**src/rtl/ram_arbiter.sv**
```systemverilog
// Two-requester round-robin arbiter in front of a triple-lane RAM.
// Each access moves all three lanes; reads return through one shared registered rdata bus.
module ram_arbiter #(
   parameter int unsigned DATA_LEN    = 16,
   parameter int unsigned ADDRESS_LEN = 8
) (
   input  logic                       clk,
   input  logic                       rst_n,
   input  logic                       req0,
   input  logic                       req1,
   input  logic                       we0,
   input  logic                       we1,
   input  logic [3*ADDRESS_LEN-1:0]   addr0,
   input  logic [3*ADDRESS_LEN-1:0]   addr1,
   input  logic [3*DATA_LEN-1:0]      wdata0,
   input  logic [3*DATA_LEN-1:0]      wdata1,
   output logic                       gnt0,
   output logic                       gnt1,
   output logic                       rvalid0,
   output logic                       rvalid1,
   output logic [3*DATA_LEN-1:0]      rdata,
   output logic                       busy,
   output logic                       ram_read,
   output logic                       ram_write,
   output logic [3*ADDRESS_LEN-1:0]   ram_address,
   output logic [3*DATA_LEN-1:0]      ram_data_in,
   input  logic [3*DATA_LEN-1:0]      ram_data_out
);

   typedef enum logic [1:0] {StIdle, StIssue, StWait, StDone} state_e;

   state_e                     state_q, state_d;
   logic                       owner_q, owner_d;
   logic                       we_q, we_d;
   logic                       last_q, last_d;
   logic                       winner;
   logic [3*ADDRESS_LEN-1:0]   ram_address_q, ram_address_d;
   logic [3*DATA_LEN-1:0]      ram_data_in_q, ram_data_in_d;
   logic [3*DATA_LEN-1:0]      rdata_q, rdata_d;

   // last_q resets to 1 so requester 0 wins the first contention.
   always_ff @(posedge clk or negedge rst_n) begin
      if (!rst_n) begin
         state_q       <= StIdle;
         owner_q       <= 1'b0;
         we_q          <= 1'b0;
         last_q        <= 1'b1;
         ram_address_q <= '0;
         ram_data_in_q <= '0;
         rdata_q       <= '0;
      end else begin
         state_q       <= state_d;
         owner_q       <= owner_d;
         we_q          <= we_d;
         last_q        <= last_d;
         ram_address_q <= ram_address_d;
         ram_data_in_q <= ram_data_in_d;
         rdata_q       <= rdata_d;
      end
   end

   always_comb begin
      state_d       = state_q;
      owner_d       = owner_q;
      we_d          = we_q;
      last_d        = last_q;
      ram_address_d = ram_address_q;
      ram_data_in_d = ram_data_in_q;
      rdata_d       = rdata_q;
      winner        = 1'b0;
      unique case (state_q)
         StIdle: begin
            if (req0 || req1) begin
               winner        = (req0 && req1) ? ~last_q : req1;
               owner_d       = winner;
               last_d        = winner;
               we_d          = winner ? we1 : we0;
               ram_address_d = winner ? addr1 : addr0;
               ram_data_in_d = winner ? wdata1 : wdata0;
               state_d       = StIssue;
            end
         end
         StIssue: state_d = we_q ? StIdle : StWait;
         StWait: begin
            rdata_d = ram_data_out;
            state_d = StDone;
         end
         StDone:  state_d = StIdle;
         default: state_d = StIdle;
      endcase
   end

   always_comb begin
      gnt0        = (state_q == StIssue) && !owner_q;
      gnt1        = (state_q == StIssue) && owner_q;
      ram_write   = (state_q == StIssue) && we_q;
      ram_read    = (state_q == StIssue) && !we_q;
      rvalid0     = (state_q == StDone) && !owner_q;
      rvalid1     = (state_q == StDone) && owner_q;
      busy        = (state_q != StIdle);
      rdata       = rdata_q;
      ram_address = ram_address_q;
      ram_data_in = ram_data_in_q;
   end

endmodule
```
**config.mk**
```make
export PLATFORM = sky130hd
export DESIGN_NAME = ram_arbiter
export DESIGN_NICKNAME = d
export VERILOG_FILES = /design/src/rtl/ram_arbiter.sv
export SDC_FILE = /design/constraint.sdc
export NUM_CORES = 1
export LEC_CHECK = 0
export ABC_AREA = 1
export CAP_MARGIN = 20
export CORE_ASPECT_RATIO = 0.9
export CORE_MARGIN = 4
export CORE_UTILIZATION = 43
export DETAILED_ROUTE_END_ITERATION = 8
export GPL_TIMING_DRIVEN = 1
export PLACE_DENSITY = 0.86
export REMOVE_ABC_BUFFERS = 1
export SYNTH_ARGS = -nofsm -noshare
export SYNTH_HDL_FRONTEND = slang
export SYNTH_SLANG_ARGS = --single-unit
```
**constraint.sdc**
```tcl
create_clock -name clk -period 2.86 [get_ports clk]
set_input_delay 0.572 -clock clk [delete_from_list [all_inputs] [get_ports clk]]
set_output_delay 0.572 -clock clk [all_outputs]
set_load 0.02 [all_outputs]
```
After elaboration in Yosys (flattened, before gate mapping):

Cells that the tools add are included.

* memories: 0
* bits in latches: 0
* register bits after elaboration: 125
* memory bits (writable): 0
* memory bits (read-only): 0
* input port bits: 198

* eq/ne operators: 4
* reductions and logical operators: 13
* mux-type cells: 7
* div/mod/pow operators: 0
* shift operators: 0
* magnitude comparators: 0
* multiply operators: 0
* add/sub/neg operators: 0
* bitwise logic cells: 1

Operators with widths (number)
* $mux W48: 1
* $mux W24: 1
* $pmux W2 S4: 1
* $logic_and A1 B1 Y1: 7
* $eq A2 B2 Y1 const B: 2
* $mux W2: 2
* $eq A2 B1 Y1 const B: 1
* $logic_not A1 Y1: 2
* $logic_not A2 Y1: 1
* $mux W1: 2
* $ne A2 B2 Y1 const B: 1
* $reduce_and A2 Y1: 1
* $reduce_bool A2 Y1: 1
* $logic_or A1 B1 Y1: 1
* $not A1 Y1: 1

Depth between registers and ports, before layout:

* depth in word-level cells: 3
* mapped depth: 8
* mapped depth without buffers: 6

Worst setup path before layout:

OpenSTA, ideal clock, no wires.

* kind: reg-to-output
* from: register state_q[0]
* to: output port rvalid1
* arrival time: 1125 ps
* path buffers: 1
* cell stages (with the launch flop): 4
* required time: 2288 ps
* setup slack: 1163 ps
* cells stage by stage: dfrtp_1 inv_2 clkbuf_1 nor3_1

* longest elaborated chain between the ends: 2

Ends and longest elaborated chain
* from (decl): RTL line 32 `state_e state_q, state_d;`
* from (signal assigned): RTL line 44 `state_q <= StIdle;`
* from (signal assigned): RTL line 52 `state_q <= state_d;`
* $eq A2 B2 Y1: RTL line 99 `rvalid1 = (state_q == StDone) && owner_q;`
* $logic_and A1 B1 Y1: RTL line 99
* to (decl): RTL line 20 `output logic rvalid1,`

No other way between the ends.

==> results_dict.tcl <==
set metrics [dict create \
    drive_gt1_share_pct 4.69 \
    netlist_instances 858 \
    post-route-worst-setup-slack_ns 0.444 \
    hold_class "in2async" \
    dieArea_um2 16400 \
    dr.pass1.iters 5 \
    drt-total-wl_um 21900 \
    vias_per_cell 4.87 \
    ys.flop_type "dfrtp_1" \
    synthAdderAreaFrac_pct 0 \
    ys_seq_area_share_pct 50.4 \
    r2r_cells 6 \
    fin_skew_ns 0.00755 \
    clock_latency_ns 0.42 \
    critPathCaptureType "output port" \
    drv_slew 0 \
    initial_utilization_pct 44.0 \
    setup_viol 0 \
    synth_xor_area_share_pct 0 \
    finalPower_mw 11.2 \
    synth-simple-area-share_pct 35.8 \
    hold_viol 0 \
    status "completed" \
    synth_top_family_by_area "simple AND/OR/NAND/NOR gates" \
    synth_seq_cells 125 \
    clk_pin_slew_ns 0.06 \
    grt_pass1_vias 6344 \
    period_needed_ns 2.42 \
    path_cells "inv_2, nand2_1, nor2_1, clkdlybuf4s50_1" \
    slowest_delay_ns 0.64 \
    drv_cap 0 \
    synth_edf_count 0 \
    max_freq_ghz 0.414 \
    dp_worst_setup_slack_ns 0.738 \
    die_h_um 122 \
    slew_headroom_pct 64.7 \
    io_pins 325 \
    avgRoutedWirePerCell_um 16.1 \
    synth_mux_area_share_pct 0 \
    synth_cell_types 17 \
    dp_hpwl_um 15200 \
    rrSetupSlack_ns 1.12 \
    synth-compound-area-share_pct 0.242 \
    r2r_start "state_q[0]" \
    crit_type "reg2out" \
    tritoncts "yes" \
    async_flop_share_pct 100 \
    n_antenna_cell 0 \
    antenna_found_initial 0 \
    ant_nets 0 \
    clock_sinks 125 \
    cts_setup_buffers 0 \
    globalRouteTotalUtil_pct 26.0 \
    clk_path_buf_depth 2 \
    fin_cells 1366 \
    post-route-period-util_pct 84.5 \
    final_common_cell "clkdlybuf4s50_1" \
    yosys_warnings 0 \
    crit_family "buffers and inverters" \
    die_w_um 135 \
    core_um2 14100 \
    placed_cells 1334 \
    drc 0 \
    vias 6657 \
    syn_to_final_growth_pct 64.9 \
    final_core_util_pct 72.5 \
    ir_worst_vdd_mv 0.721 \
    num_rows 41 \
    worst_pin_slew_ns 0.530 \
    numCtsBuffers 17 \
    clockRootBuffer "clkbuf_16" \
    cp_slowest_cell "clkdlybuf4s50_1" \
    ctsHoldBuffers 0 \
    path_max_fanout 5 \
    htreeDepth 4 \
    leakage_nw 5.35 \
    grt_max_degree 75 \
    syn_avg_cell_area_um2 7.24 \
    grt_pass1_wl_um 33300 \
    cts_resized 0 \
    io_buffers 324 \
    rsz0062_at_grt "false" \
    final_cell_mix "322 x clkdlybuf4s50_1, 319 x nand2_1, 194 x nand3_1" \
    worstPathRequired_ns 2.29 \
    nNetsFinal 1358 \
    syn_area_um2 6210 \
    path_buf_inv 2 \
    powerDensity_nw_per_um2 1090 \
    worst_r2r_endpoint "rdata[40]" \
    worstSetupStartpointType "register" \
    grt-ovfl-total 0 \
    arrival_ns 1.84 \
    place_congestion 0.816 \
    drt_iter0_drc 401 \
]
## worst reg2reg max path, stage by stage, from the launching register on
cell,delay [ns]
dfrtp_1,0.40
inv_2,0.14
buf_4,0.44
nand2_1,0.12
buf_4,0.32
nand2_1,0.15
nand2_1,0.06
## area by class of cell
type | instances | area, um^2
timing repair buffer | 337 | 3400
inverter | 151 | 567
multi-input combinational | 528 | 2250
sequential | 125 | 3130
fill | 1090 | 3870
clock buffer | 22 | 494
tap | 193 | 241
clock inverter | 10 | 159
## per-stage QoR
stage               hold WS, ns  TNS [ns]  area [um^2]
floorplan                 0.276    -73.05         5930
global placement          0.453         0         9580
detailed placement        0.457         0         9580
CTS                     0.00981         0        10200
global route             0.0177         0        10200
finish                   0.0206         0        10200
## registers in the layout (all words and copies together), names as in the netlist, named ones only
name	cells
last_q	1
owner_q	1
we_q	1
state_q	1
rdata	48
ram_address	24
ram_data_in	48
## where the power goes
part           leakage (nW)  internal (mW)  total (mW)  switching, mW
clock                 0.318           1.57        2.36          0.787
combinational          3.50           2.39        5.62           3.23
sequential             1.53           2.66        3.17          0.510
## metal layers
metal,track usage (%),vias to the layer above,part of all wire (%)
li1,-,3209,-
met1,30.2,3095,37
met2,45.5,313,52
met3,7.97,40,8.5
met4,9.03,0,2.3
met5,0,-,0
## worst max path at each step
stage	from	endpoint	slack, ns	depth (start not counted)
after floorplan	register	ram_address[0]	-0.99	6
after global placement	req0	ram_data_in[27]	0.81	7
after detailed placement	req0	ram_data_in[6]	0.74	7
after CTS	register	ram_write	0.40	4
after global routing	register	ram_write	0.34	4
final	register	ram_write	0.44	4
## logic make-up after synthesis
family,count (synthesis)
AND/OR/NAND/NOR,525
flip-flops,125
buffers and inverters,205
AO/OA/AOI/OAI,3
## synthesized netlist by cell type, types with 2 or more instances
master    count  area [um^2]
dfrtp_1     124         3100
buf_6         6         67.6
nand2_1     321         1200
inv_2         3         11.3
buf_2        15         75.1
buf_4         2         15.0
nand3_1     194          971
inv_1       148          556
nor2_1        5         18.8
nor3_1        2         10.0
clkbuf_1     30          113
o21ai_0       3         15.0
Power figures use the tool's default switching activity.
